<file path="src/rtl/mem_port_arbiter.sv">
// mem_port_arbiter: shares one single-port synchronous memory between a
// loader, the data-memory stage and instruction fetch.
//   Loader has absolute priority; data vs fetch alternate on a 1-bit
//   round-robin pointer when both request. Grants and memory strobes are
//   combinational on the current-cycle requests; read data returns one
//   cycle after a read grant together with that port's rvalid.
// Ports:
//   clk1, rst_n                       clock, async active-low reset
//   ld_* / dm_* / if_*                requester inputs
//   halted                            masks fetch requests
//   *_gnt                             request accepted this cycle
//   *_rvalid, rdata                   read return (one cycle after grant)
//   mem_en/we/addr/wdata, mem_rdata   memory-side interface
//   conflict_cnt                      saturating count of contended cycles
module mem_port_arbiter #(
    parameter int unsigned AW = 10,
    parameter int unsigned DW = 32,
    parameter int unsigned CW = 16
) (
    input  logic          clk1,
    input  logic          rst_n,
    input  logic          ld_req,
    input  logic          ld_we,
    input  logic [AW-1:0] ld_addr,
    input  logic [DW-1:0] ld_wdata,
    input  logic          dm_req,
    input  logic          dm_we,
    input  logic [AW-1:0] dm_addr,
    input  logic [DW-1:0] dm_wdata,
    input  logic          if_req,
    input  logic [AW-1:0] if_addr,
    input  logic          halted,
    output logic          ld_gnt,
    output logic          dm_gnt,
    output logic          if_gnt,
    output logic          ld_rvalid,
    output logic          dm_rvalid,
    output logic          if_rvalid,
    output logic [DW-1:0] rdata,
    output logic          mem_en,
    output logic          mem_we,
    output logic [AW-1:0] mem_addr,
    output logic [DW-1:0] mem_wdata,
    input  logic [DW-1:0] mem_rdata,
    output logic [CW-1:0] conflict_cnt
);

    logic          r_rr;
    logic          r_ld_rvalid;
    logic          r_dm_rvalid;
    logic          r_if_rvalid;
    logic [DW-1:0] r_rdata;
    logic [CW-1:0] r_cnt;

    logic          w_if_eff;
    logic          w_ld_win;
    logic          w_dm_win;
    logic          w_if_win;
    logic          w_any_rvalid;
    logic          w_dm_if_both;
    logic [1:0]    w_nreq;

    // Effective requests and winner selection
    assign w_if_eff     = if_req & ~halted;
    assign w_dm_if_both = dm_req & w_if_eff;
    assign w_ld_win     = ld_req;
    assign w_dm_win     = ~ld_req & dm_req & (~w_if_eff | ~r_rr);
    assign w_if_win     = ~ld_req & w_if_eff & (~dm_req | r_rr);

    // Grants are held low while reset is asserted
    assign ld_gnt = w_ld_win & rst_n;
    assign dm_gnt = w_dm_win & rst_n;
    assign if_gnt = w_if_win & rst_n;

    // Memory strobe mux; idle cycles drive all-zero
    always_comb begin
        mem_en    = 1'b0;
        mem_we    = 1'b0;
        mem_addr  = '0;
        mem_wdata = '0;
        if (ld_gnt) begin
            mem_en    = 1'b1;
            mem_we    = ld_we;
            mem_addr  = ld_addr;
            mem_wdata = ld_wdata;
        end else if (dm_gnt) begin
            mem_en    = 1'b1;
            mem_we    = dm_we;
            mem_addr  = dm_addr;
            mem_wdata = dm_wdata;
        end else if (if_gnt) begin
            mem_en    = 1'b1;
            mem_addr  = if_addr;
        end
    end

    // Round-robin pointer flips only when data and fetch actually competed
    always_ff @(posedge clk1 or negedge rst_n) begin
        if (!rst_n) begin
            r_rr <= 1'b0;
        end else if (w_dm_if_both && !ld_req) begin
            r_rr <= ~r_rr;
        end
    end

    // Read return tracking: one cycle after each read grant
    always_ff @(posedge clk1 or negedge rst_n) begin
        if (!rst_n) begin
            r_ld_rvalid <= 1'b0;
            r_dm_rvalid <= 1'b0;
            r_if_rvalid <= 1'b0;
        end else begin
            r_ld_rvalid <= ld_gnt & ~ld_we;
            r_dm_rvalid <= dm_gnt & ~dm_we;
            r_if_rvalid <= if_gnt;
        end
    end

    assign ld_rvalid    = r_ld_rvalid;
    assign dm_rvalid    = r_dm_rvalid;
    assign if_rvalid    = r_if_rvalid;
    assign w_any_rvalid = r_ld_rvalid | r_dm_rvalid | r_if_rvalid;

    // Capture returning memory data; during the return cycle the incoming
    // word is presented directly so rdata lines up with rvalid, afterwards
    // the captured copy is held.
    always_ff @(posedge clk1 or negedge rst_n) begin
        if (!rst_n) begin
            r_rdata <= '0;
        end else if (w_any_rvalid) begin
            r_rdata <= mem_rdata;
        end
    end

    assign rdata = w_any_rvalid ? mem_rdata : r_rdata;

    // Contention counter: two or more effective requests, saturating
    assign w_nreq = 2'({1'b0, ld_req}) + 2'({1'b0, dm_req}) + 2'({1'b0, w_if_eff});

    always_ff @(posedge clk1 or negedge rst_n) begin
        if (!rst_n) begin
            r_cnt <= '0;
        end else if ((w_nreq >= 2'd2) && (r_cnt != {CW{1'b1}})) begin
            r_cnt <= r_cnt + CW'(1);
        end
    end

    assign conflict_cnt = r_cnt;

endmodule

</file>
<file path="config.mk">
export PLATFORM = sky130hd
export DESIGN_NAME = mem_port_arbiter
export DESIGN_NICKNAME = d
export VERILOG_FILES = /design/src/rtl/mem_port_arbiter.sv
export SDC_FILE = /design/constraint.sdc
export NUM_CORES = 1
export LEC_CHECK = 0
export ABC_AREA = 0
export ABC_CLOCK_PERIOD_IN_PS = 2200
export CORE_AREA = 3 3 96 98
export DETAILED_ROUTE_END_ITERATION = 8
export DIE_AREA = 0 0 99 101
export GPL_TIMING_DRIVEN = 0
export MAX_ROUTING_LAYER = met4
export PLACE_DENSITY = 0.81
export RECOVER_POWER = 25
export SETUP_SLACK_MARGIN = 0.05
export SLEW_MARGIN = 15
export SYNTH_ARGS = -nofsm -noshare
export SYNTH_HDL_FRONTEND = slang
export SYNTH_SLANG_ARGS = --single-unit
export TNS_END_PERCENT = 5
</file>
<file path="constraint.sdc">
create_clock -name clk1 -period 2.2 [get_ports clk1]
set_input_delay 0.22 -clock clk1 [delete_from_list [all_inputs] [get_ports clk1]]
set_output_delay 0.22 -clock clk1 [all_outputs]
set_load 0.02 [all_outputs]
</file>
After elaboration in Yosys (flattened, before gate mapping)
Index checks and enable logic that the tools add are counted.
{"block": "classes", "addsub": 3, "mul": 0, "n_div": 0, "order_cmp": 1, "n_eq_ne": 1, "shifts": 0, "muxes": 11, "bitwise": 22, "reduce_logical": 3}
{"operator": "32-bit two-way mux", "n": 3}
{"operator": "10-bit two-way mux", "n": 3}
{"operator": "16-bit by 1-bit adder with 16-bit output, second input constant", "n": 1}
{"operator": "16-bit inequality test, second input constant", "n": 1}
{"operator": "1-bit AND", "n": 11}
{"operator": "1-bit inverter", "n": 7}
{"operator": "1-bit two-way mux", "n": 5}
{"operator": "1-bit OR", "n": 4}
{"operator": "1-bit by 1-bit adder with 2-bit output", "n": 1}
{"operator": "2-bit by 1-bit adder with 2-bit output", "n": 1}
{"operator": "2-bit greater-or-equal comparator, second input constant", "n": 1}
{"operator": "1-bit logical AND", "n": 2}
{"operator": "1-bit logical NOT", "n": 1}
{"block": "totals", "reg_bits": 52, "latch_bits": 0, "mem_bits_rw": 0, "rom_bits": 0, "output_inout_bits": 98, "elab_cells": 47, "memories": 0}

Depth between registers and ports, before layout
Gate-level depths: netlist of run 1.
{"block": "depth", "depth_word": 8, "ltp_mapped": 7, "mapped_depth_nobuf": 6}

Least setup slack after synthesis of run 1
Ideal clock, no wire load.
{"block": "synth_timing", "kind": "in2out", "startpoint": "input port if_req", "endpoint": "output port mem_addr[0]", "arrival_ns": 1.749, "required_ns": 1.980, "slack_ns": 0.231, "cell_stages": 7, "path_buffers": 1, "path_cell_list": "nor2b_1 -> ha_1 -> nand2_1 -> a21oi_1 -> clkbuf_1 -> nand3_1 -> a31oi_1"}
{"block": "synth_between", "elab_chain_len": 7, "word_cells_on_any_way": 11, "classes_between": "mux (3); bitwise (8)"}
{"item": "from (decl)", "line": "30", "rtl": "input logic if_req,"}
{"item": "1-bit AND", "line": "64", "rtl": "assign w_if_eff = if_req & ~halted;"}
{"item": "1-bit AND (2 in a row)", "line": "68", "rtl": "assign w_if_win = ~ld_req & w_if_eff & (~dm_req | r_rr);"}
{"item": "1-bit AND", "line": "73", "rtl": "assign if_gnt = w_if_win & rst_n;"}
{"item": "via if_gnt", "line": "35", "rtl": "output logic if_gnt,"}
{"item": "10-bit two-way mux", "line": "91", "rtl": "end else if (if_gnt) begin"}
{"item": "10-bit two-way mux", "line": "86", "rtl": "end else if (dm_gnt) begin"}
{"item": "10-bit two-way mux", "line": "81", "rtl": "if (ld_gnt) begin"}
{"item": "to (decl)", "line": "42", "rtl": "output logic [AW-1:0] mem_addr,"}
The timed path passes the listed nets, and every way through them passes these cells.

Worst setup path after layout of run 1
{"block": "layout_timing", "startpoint": "input port halted", "endpoint": "output port mem_addr[7]"}
{"block": "layout_between", "elab_chain_len": 8, "word_cells_on_any_way": 12, "classes_between": "mux (3); bitwise (9)"}
{"item": "from (decl)", "line": "32", "rtl": "input logic halted,"}
{"item": "1-bit inverter *", "line": "64"}
{"item": "1-bit AND *", "line": "64"}
{"item": "1-bit AND or 1-bit inverter (tied branches)", "line": "68, 67"}
{"item": "1-bit AND or 1-bit OR (tied branches)", "line": "68, 67"}
{"item": "1-bit AND (on tied branches)", "line": "73, 67"}
{"item": "10-bit two-way mux or 1-bit AND (tied branches)", "line": "91, 72"}
{"item": "10-bit two-way mux *", "line": "86"}
{"item": "10-bit two-way mux *", "line": "81"}
Every way passes the cells marked *; elsewhere a longest branch is shown, timed or not.

==> results of run 1 <==
-- per-layer routing --
metal	global-route usage, %	part of all wire (%)	routed length [um]	vias to the layer above
li1	-	-	-	1413
met1	22.2	36	3710	1388
met2	38.7	55	5710	160
met3	3.32	7.3	757	11
met4	4.62	1.4	142	0
met5	-	0	0	-
-- worst max-delay path, cell delays in order --
cell	delay, ps
sky130_fd_sc_hd__clkdlybuf4s50_1	460
sky130_fd_sc_hd__nor2b_4	170
sky130_fd_sc_hd__ha_4	140
sky130_fd_sc_hd__nand2_2	50
sky130_fd_sc_hd__a21oi_4	190
sky130_fd_sc_hd__buf_8	140
sky130_fd_sc_hd__nand3_1	100
sky130_fd_sc_hd__a31oi_1	220
sky130_fd_sc_hd__buf_4	170
-- cells in the final DEF (no fill, tap or decap), drive strengths merged, types with 3 or more instances in the layout --
cell	synthesis	final
nor3	6	6
mux2	33	33
clkdlybuf4s15	0	20
a21oi	3	3
nand2	17	17
xor2	10	10
a31oi	10	10
nand4	4	4
clkbuf	10	50
dlygate4sd2	0	20
dfrtp	52	52
nor2b	3	3
a22o	33	33
inv	7	8
ha	3	3
buf	4	21
clkdlybuf4s50	0	148
xnor2	3	3
nor2	17	17
nand3	14	14
-- logic make-up after synthesis --
group	count (synthesis)	synth area share [%]
xor gates and xnor gates	13	4.12
muxes	33	13.6
and+or+nand+nor	73	14.9
DFF	52	47.1
adders and majority gates	3	1.36
AOI/OAI and AO/OA	53	15.8
buffers and inverters	22	3.17
-- metrics by stage --
stage / util, % / setup WS, ps / TNS [ps] / area, um^2 / cells
2_1_floorplan: - / 231 / 0 / 2760 / 249
3_3_place_gp: 60.9 / -2580 / -158210 / 5210 / 588
3_5_place_dp: 61.2 / -858 / -38210 / 5230 / 589
4_1_cts: 64.1 / -18.6 / -18.6 / 5480 / 607
5_1_grt: 62.6 / 34.7 / 0 / 5350 / 608
6_report: 62.6 / 100 / 0 / 5350 / 608
-- where the power goes --
group / switching, W / total (W) / internal, W
clock network: 0.000317 / 0.000775 / 0.000458
logic: 0.000836 / 0.00164 / 0.000806
registers: 0.000181 / 0.00137 / 0.00119
total: 0.00133 / 0.00379 / 0.00245
-- state kept, by name, indices dropped and copies added, names as in the netlist --
name          flops
conflict_cnt     16
dm_rvalid         1
if_rvalid         1
ld_rvalid         1
r_rdata          32
r_rr              1
-- layout make-up --
type / instances / area, um^2 / share of cell area, %
inverter: 8 / 33.8 / 0.631
multi-input combinational: 175 / 1430 / 26.6
buffer: 14 / 108 / 2.01
tap: 108 / 135 / 2.52
clock inverter: 3 / 68.8 / 1.29
clock buffer: 5 / 68.8 / 1.29
timing repair buffer: 243 / 2210 / 41.3
sequential: 52 / 1300 / 24.3
-- how the worst min path moves through the flow --
stage	slack (ps)	end	startpoint	depth (start not counted)
2_1_floorplan	-80	conflict_cnt[0]	rst_n	0
3_3_place_gp	480	r_rdata[10]	r_rdata[10]	1
3_5_place_dp	320	r_rdata[0]	rst_n	1
4_1_cts	490	if_rvalid	rst_n	5
5_1_grt	390	r_rr	ld_req	4
6_report	350	r_rr	ld_req	4
-- repair_timing --
action                                  CTS  global route
pin swaps                                 4             2
setup buffers                             7             1
hold buffers                              2             0
resized for setup                       186            71
hold endpoints to repair                 28             0
cloned                                    1             0
endpoints found under the setup margin   79            73
==> impl_metrics.sql, run 1 <==
INSERT INTO impl_metrics (metric_group, metric, value, unit) VALUES
('outcome', 'run_status', 'finished clean', ''),
('grt', 'grt_antenna_before_repair', '0', ''),
('pwr', 'leakagePower', '2.40', 'nW'),
('timing', 'grt_setup_unrepaired', 'yes', ''),
('pwr', 'power.density_cell_area', '708', 'nW/um^2'),
('routing', 'detail-route-antenna-nets', '0', ''),
('critical_path', 'crit_path_start_kind', 'input port', ''),
('synth', 'synth.top_cells.by_count', '52 x sky130_fd_sc_hd__dfrtp_1, 33 x sky130_fd_sc_hd__a22o_1, 32 x sky130_fd_sc_hd__mux2_2, 17 x sky130_fd_sc_hd__nand2_1, 16 x sky130_fd_sc_hd__nor2_1', ''),
('synth', 'post_synthesis_sequential_area_ratio', '47.1', '%'),
('clock_tree', 'root_buffer', 'sky130_fd_sc_hd__clkbuf_8', ''),
('placed_design', 'globalplace.congestion', '0.803', ''),
('pwr', 'post-layout-total-power', '0.00379', 'W'),
('timing', 'period_share', '95.4', '%'),
('synth', 'syn-num-nets', '386', ''),
('critical_path', 'worst_r2r_startpoint', 'conflict_cnt[1]', ''),
('clock_tree', 'cts_inserted_buffers', '5', ''),
('routing', 'routed_wirelength', '10300', 'um'),
('die', 'initial_core_utilization', '32.3', '%'),
('critical_path', 'rr_endpoint', 'conflict_cnt[1]', ''),
('timing', 'final_period_minus_worst_setup_slack', '2100', 'ps'),
('run', 'cap_violations', '0', ''),
('grt', 'vias_in_the_first_global_route', '3063', ''),
('layout', 'synthToLayoutAreaGrowth', '93.7', '%'),
('synth', 'synth_enable_flop_cells', '0', ''),
('grt', 'grt_start_max_net_pins', '29', ''),
('timing', 'max_freq', '0.476', 'GHz'),
('synth', 'postSynthAreaPerCell', '11.1', 'um^2'),
('synth', 'postSynth.topFlopCell', 'sky130_fd_sc_hd__dfrtp_1', ''),
('timing', 'timing.hold.ws', '348', 'ps'),
('critical_path', 'path_max_fanout', '5', ''),
('layout', 'final_net_count', '636', ''),
('timing', 'setup-violations-final', '0', ''),
('synth', 'yosys_warnings', '0', ''),
('critical_path', 'cp.required', '1980', 'ps'),
('die', 'fp.dieArea', '10000', 'um^2'),
('synth', 'synth.largest_area_cell', 'sky130_fd_sc_hd__dfrtp_1', ''),
('clock_tree', 'htree_levels', '2', ''),
('critical_path', 'critical_path.endpoint', 'mem_addr[7]', ''),
('synth', 'yosysMostFrequentCell', 'sky130_fd_sc_hd__dfrtp_1', ''),
('routing', 'remaining_drc_errors', '0', ''),
('clock_tree', 'worst_setup_hold_path_clk_slew', '100', 'ps'),
('routing', 'drt_pass1_iterations', '4', ''),
('layout', 'layout_cell_share_with_drive_strength_beyond_1', '26.8', '%'),
('layout', 'inserted_diodes', '0', ''),
('die', 'die_x', '99', 'um'),
('die', 'chipHeight', '101', 'um'),
('die', 'design.portCount', '232', ''),
('critical_path', 'crit_start', 'halted', ''),
('layout', 'num-fill-cells', '691', ''),
('synth', 'synth.ff_latch_count', '52', ''),
('routing', 'vias', '2972', ''),
('clock_tree', 'clock-sinks', '52', ''),
('routing', 'wire_per_inst', '17.0', 'um'),
('timing', 'timing.max_slew.rel_slack', '15.8', '%'),
('critical_path', 'end_kind', 'primary output', ''),
('pwr', 'worst_voltage_drop_across_the_vdd_grid', '0.370', 'mV'),
('synth', 'synth_top_area_share', '47.1', '%'),
('critical_path', 'crit_path_dat', '1880', 'ps'),
('clock_tree', 'clock_path_buffers', '2', ''),
('synth', 'post_synth_main_area_contributors', 'sky130_fd_sc_hd__dfrtp_1 47%, sky130_fd_sc_hd__mux2_2 13%, sky130_fd_sc_hd__a22o_1 10%', ''),
('routing', 'initialDrtViolationCount', '102', ''),
('synth', 'cell_area_after_synthesis', '2760', 'um^2'),
('synth', 'post_synth_num_cell_types', '40', ''),
('clock_tree', 'clkLatencyLatePin', '300', 'ps'),
('clock_tree', 'cts_tree', 'done', ''),
('placed_design', 'post-dp-hpwl', '8390', 'um'),
('synth', 'netlist_instances', '249', ''),
('critical_path', 'r2r_setup_slack', '360', 'ps'),
('die', 'core_area', '8550', 'um^2'),
('critical_path', 'setup.worst_path.class', 'in2out', ''),
('hold_path', 'worstHoldPathType', 'in2reg', ''),
('synth', 'ys_async_sr_fraction', '100', '%'),
('die', 'rows', '34', ''),
('grt', 'overflow', '0', ''),
('timing', 'report.final.hold_viol_count', '0', ''),
('placed_design', 'portBuffers', '231', ''),
('routing', 'routed_vias_inst', '4.89', ''),
('critical_path', 'worstRegToRegCells', '5', ''),
('timing', 'maxSlewViolCount', '0', ''),
('grt', 'grt_total_usage', '20.4', '%'),
('timing', 'final.setup_skew', '10.6', 'ps'),
('grt', 'grt_first_pass_wirelength', '15800', 'um'),
('timing', 'worst_slew_pin_slew', '1260', 'ps');
Power figures use the tool's default switching activity.
==> run 2: changes to the inputs <==
--- a/config.mk
+++ b/config.mk
@@ -7,12 +7,12 @@
 export LEC_CHECK = 0
 export ABC_AREA = 0
 export ABC_CLOCK_PERIOD_IN_PS = 2200
-export CORE_AREA = 3 3 96 98
+export CORE_AREA = 2 2 95 97
 export DETAILED_ROUTE_END_ITERATION = 8
-export DIE_AREA = 0 0 99 101
+export DIE_AREA = 0 0 97 99
 export GPL_TIMING_DRIVEN = 0
 export MAX_ROUTING_LAYER = met4
-export PLACE_DENSITY = 0.81
+export PLACE_DENSITY_LB_ADDON = 0.2
 export RECOVER_POWER = 25
 export SETUP_SLACK_MARGIN = 0.05
 export SLEW_MARGIN = 15
==> impl_metrics.sql, run 2 (synthesized netlist as in run 1, its figures left out) <==
INSERT INTO impl_metrics (metric_group, metric, value, unit) VALUES
('clock_tree', 'clock_path_buffers', '2', ''),
('timing', 'max_freq', '0.473', 'GHz'),
('die', 'fp.dieArea', '9600', 'um^2'),
('timing', 'period_share', '96.1', '%'),
('pwr', 'worst_voltage_drop_across_the_vdd_grid', '0.338', 'mV'),
('routing', 'routed_vias_inst', '4.99', ''),
('critical_path', 'crit_top_cell', 'sky130_fd_sc_hd__buf_6', ''),
('critical_path', 'setup.worst_path.class', 'reg2out', ''),
('routing', 'initialDrtViolationCount', '102', ''),
('die', 'die_x', '97', 'um'),
('timing', 'report.final.hold_viol_count', '0', ''),
('die', 'rows', '34', ''),
('timing', 'finalWorstSetupSlack', '86.2', 'ps'),
('routing', 'wire_per_inst', '16.4', 'um'),
('layout', 'inserted_diodes', '0', ''),
('layout', 'final_net_count', '637', ''),
('layout', 'layout_common_cells', '149 x sky130_fd_sc_hd__clkdlybuf4s50_1, 52 x sky130_fd_sc_hd__dfrtp_1, 39 x sky130_fd_sc_hd__dlygate4sd2_1, 33 x sky130_fd_sc_hd__a22o_1', ''),
('timing', 'final_period_minus_worst_setup_slack', '2110', 'ps'),
('critical_path', 'end_kind', 'primary output', ''),
('grt', 'grt_antenna_before_repair', '0', ''),
('routing', 'detail-route-antenna-nets', '0', ''),
('die', 'chipHeight', '99', 'um'),
('layout', 'final_common_cell', 'sky130_fd_sc_hd__clkdlybuf4s50_1', ''),
('layout', 'synthToLayoutAreaGrowth', '90.3', '%'),
('placed_design', 'post-place-ws', '-872', 'ps'),
('clock_tree', 'worst_setup_hold_path_clk_slew', '90', 'ps'),
('critical_path', 'cp.required', '1980', 'ps'),
('pwr', 'leakagePower', '2.40', 'nW'),
('timing', 'maxSlewViolCount', '0', ''),
('critical_path', 'path_max_fanout', '10', ''),
('grt', 'grt_total_usage', '20.8', '%'),
('layout', 'layout_cell_share_with_drive_strength_beyond_1', '23.0', '%'),
('pwr', 'power.density_cell_area', '678', 'nW/um^2'),
('hold_path', 'worstHoldPathType', 'in2reg', ''),
('grt', 'grt_start_max_net_pins', '53', ''),
('placed_design', 'post-dp-hpwl', '8000', 'um'),
('clock_tree', 'clock-sinks', '52', ''),
('critical_path', 'cp_cell_sequence', 'nor3_4 > buf_6 > buf_6 > mux2_2 > dlygate4sd2_1', ''),
('timing', 'timing.max_slew.rel_slack', '14.1', '%'),
('outcome', 'run_status', 'finished clean', ''),
('clock_tree', 'cts_inserted_buffers', '5', ''),
('critical_path', 'crit_path_max_incr_delay', '420', 'ps'),
('die', 'initial_core_utilization', '32.3', '%'),
('clock_tree', 'cts_tree', 'done', ''),
('clock_tree', 'htree_levels', '2', ''),
('placed_design', 'globalplace.congestion', '0.820', ''),
('die', 'core_area', '8550', 'um^2'),
('grt', 'grt_first_pass_wirelength', '15800', 'um'),
('critical_path', 'crit_path_dat', '1890', 'ps'),
('run', 'cap_violations', '0', ''),
('timing', 'final.setup_skew', '12.7', 'ps'),
('routing', 'vias', '3038', ''),
('timing', 'timing.hold.ws', '461', 'ps'),
('routing', 'remaining_drc_errors', '0', ''),
('critical_path', 'cp_num_buf_inv', '3', ''),
('grt', 'overflow', '0', ''),
('timing', 'worst_slew_pin_slew', '1290', 'ps'),
('critical_path', 'critPathTopFamily', 'buffers and inverters', ''),
('timing', 'grt_setup_unrepaired', 'yes', ''),
('critical_path', 'cpMaxStageDelayCell', 'sky130_fd_sc_hd__dfrtp_1', ''),
('clock_tree', 'clkLatencyLatePin', '310', 'ps'),
('routing', 'routed_wirelength', '10000', 'um'),
('clock_tree', 'root_buffer', 'sky130_fd_sc_hd__clkbuf_8', ''),
('layout', 'max_flop_register', 'r_rdata', ''),
('timing', 'setup-violations-final', '0', ''),
('grt', 'vias_in_the_first_global_route', '3169', ''),
('layout', 'largest_register_ff_count', '32', ''),
('die', 'design.portCount', '232', ''),
('routing', 'drt_pass1_iterations', '4', ''),
('placed_design', 'portBuffers', '231', ''),
('critical_path', 'crit_path_start_kind', 'flop', '');
[run 2: cell count changes in the layout (fill, tap and decap cells not counted), moves of 2 or more]
cell / before / now
sky130_fd_sc_hd__clkdlybuf4s15_2: 14 / 0
sky130_fd_sc_hd__clkdlybuf4s15_1: 6 / 4
sky130_fd_sc_hd__clkbuf_2: 39 / 32
sky130_fd_sc_hd__dlygate4sd2_1: 20 / 39
sky130_fd_sc_hd__buf_2: 4 / 7
sky130_fd_sc_hd__bufinv_16: 2 / 0
sky130_fd_sc_hd__buf_4: 11 / 13
[run 2: final timing paths]
path	startpoint	end	slack, ps	cells after the start
hold reg to reg	r_rdata[26]	r_rdata[26]	500	1
min in group asynchronous	rst_n	r_rdata[15]	1110	3
hold / removal	ld_req	r_rr	460	4
max in group asynchronous	rst_n	if_rvalid	320	3
setup reg to reg	conflict_cnt[12]	conflict_cnt[1]	410	4
setup / recovery	if_rvalid	rdata[15]	90	5
[run 2: routing by layer]
| metal | GRT usage [%] | up-vias | share of wire [%] |
|---|---|---|---|
| li1 | - | 1423 | - |
| met1 | 24.3 | 1434 | 40 |
| met2 | 35.6 | 162 | 51 |
| met3 | 4.89 | 19 | 7.0 |
| met4 | 7.04 | 0 | 2.3 |
| met5 | - | - | 0 |
[run 2: power breakdown]
group / switching [W] / internal (W)
clock network: 0.000347 / 0.000234
registers: 0.000180 / 0.00119
logic: 0.000811 / 0.000803
[run 2: worst register-to-register path, stage by stage (launching register included)]
cell and delay [ps]:
sky130_fd_sc_hd__dfrtp_1 470, sky130_fd_sc_hd__nand4_1 220, sky130_fd_sc_hd__nor4_4 560, sky130_fd_sc_hd__nor2_2 120, sky130_fd_sc_hd__mux2_4 310
[run 2: final cells by class]
| cell class | count | area (um^2) |
|---|---|---|
| multi-input combinational | 175 | 1410 |
| inverter | 8 | 30.0 |
| buffer | 14 | 100 |
| fill | 740 | 3290 |
| sequential | 52 | 1300 |
| clock inverter | 3 | 27.5 |
| timing repair buffer | 244 | 2180 |
| clock buffer | 5 | 68.8 |
| tap | 108 | 135 |
[run 2: per-stage QoR]
stage	setup TNS, ps	utilization, %	instance area [um^2]	cells	power [W]
after global placement	-159100	60.9	5210	588	0.00311
after detailed placement	-32840	60.9	5210	588	0.00315
after CTS	0	62.9	5380	609	0.00363
after global routing	-81.5	61.5	5260	609	0.00376
final	0	61.5	5260	609	0.00357
after floorplan	0	-	2760	249	0.00220
[run 2: timing repair]
action | in CTS | in global routing
pin swaps | 3 | 0
setup buffers | 11 | 0
gates resized for setup | 149 | 63
endpoints found under the hold margin | 52 | 0
hold buffers | 2 | 0
endpoints found under the setup margin | 79 | 48
==> run 3: changes to the inputs <==
--- a/config.mk
+++ b/config.mk
@@ -5,9 +5,9 @@
 export SDC_FILE = /design/constraint.sdc
 export NUM_CORES = 1
 export LEC_CHECK = 0
-export ABC_AREA = 0
 export ABC_CLOCK_PERIOD_IN_PS = 2200
 export CORE_AREA = 2 2 95 97
+export CTS_CLUSTER_SIZE = 16
 export DETAILED_ROUTE_END_ITERATION = 8
 export DIE_AREA = 0 0 97 99
 export GPL_TIMING_DRIVEN = 0
==> results of run 3 <==
Final layout, timing and power as in run 2 (identical DEF).
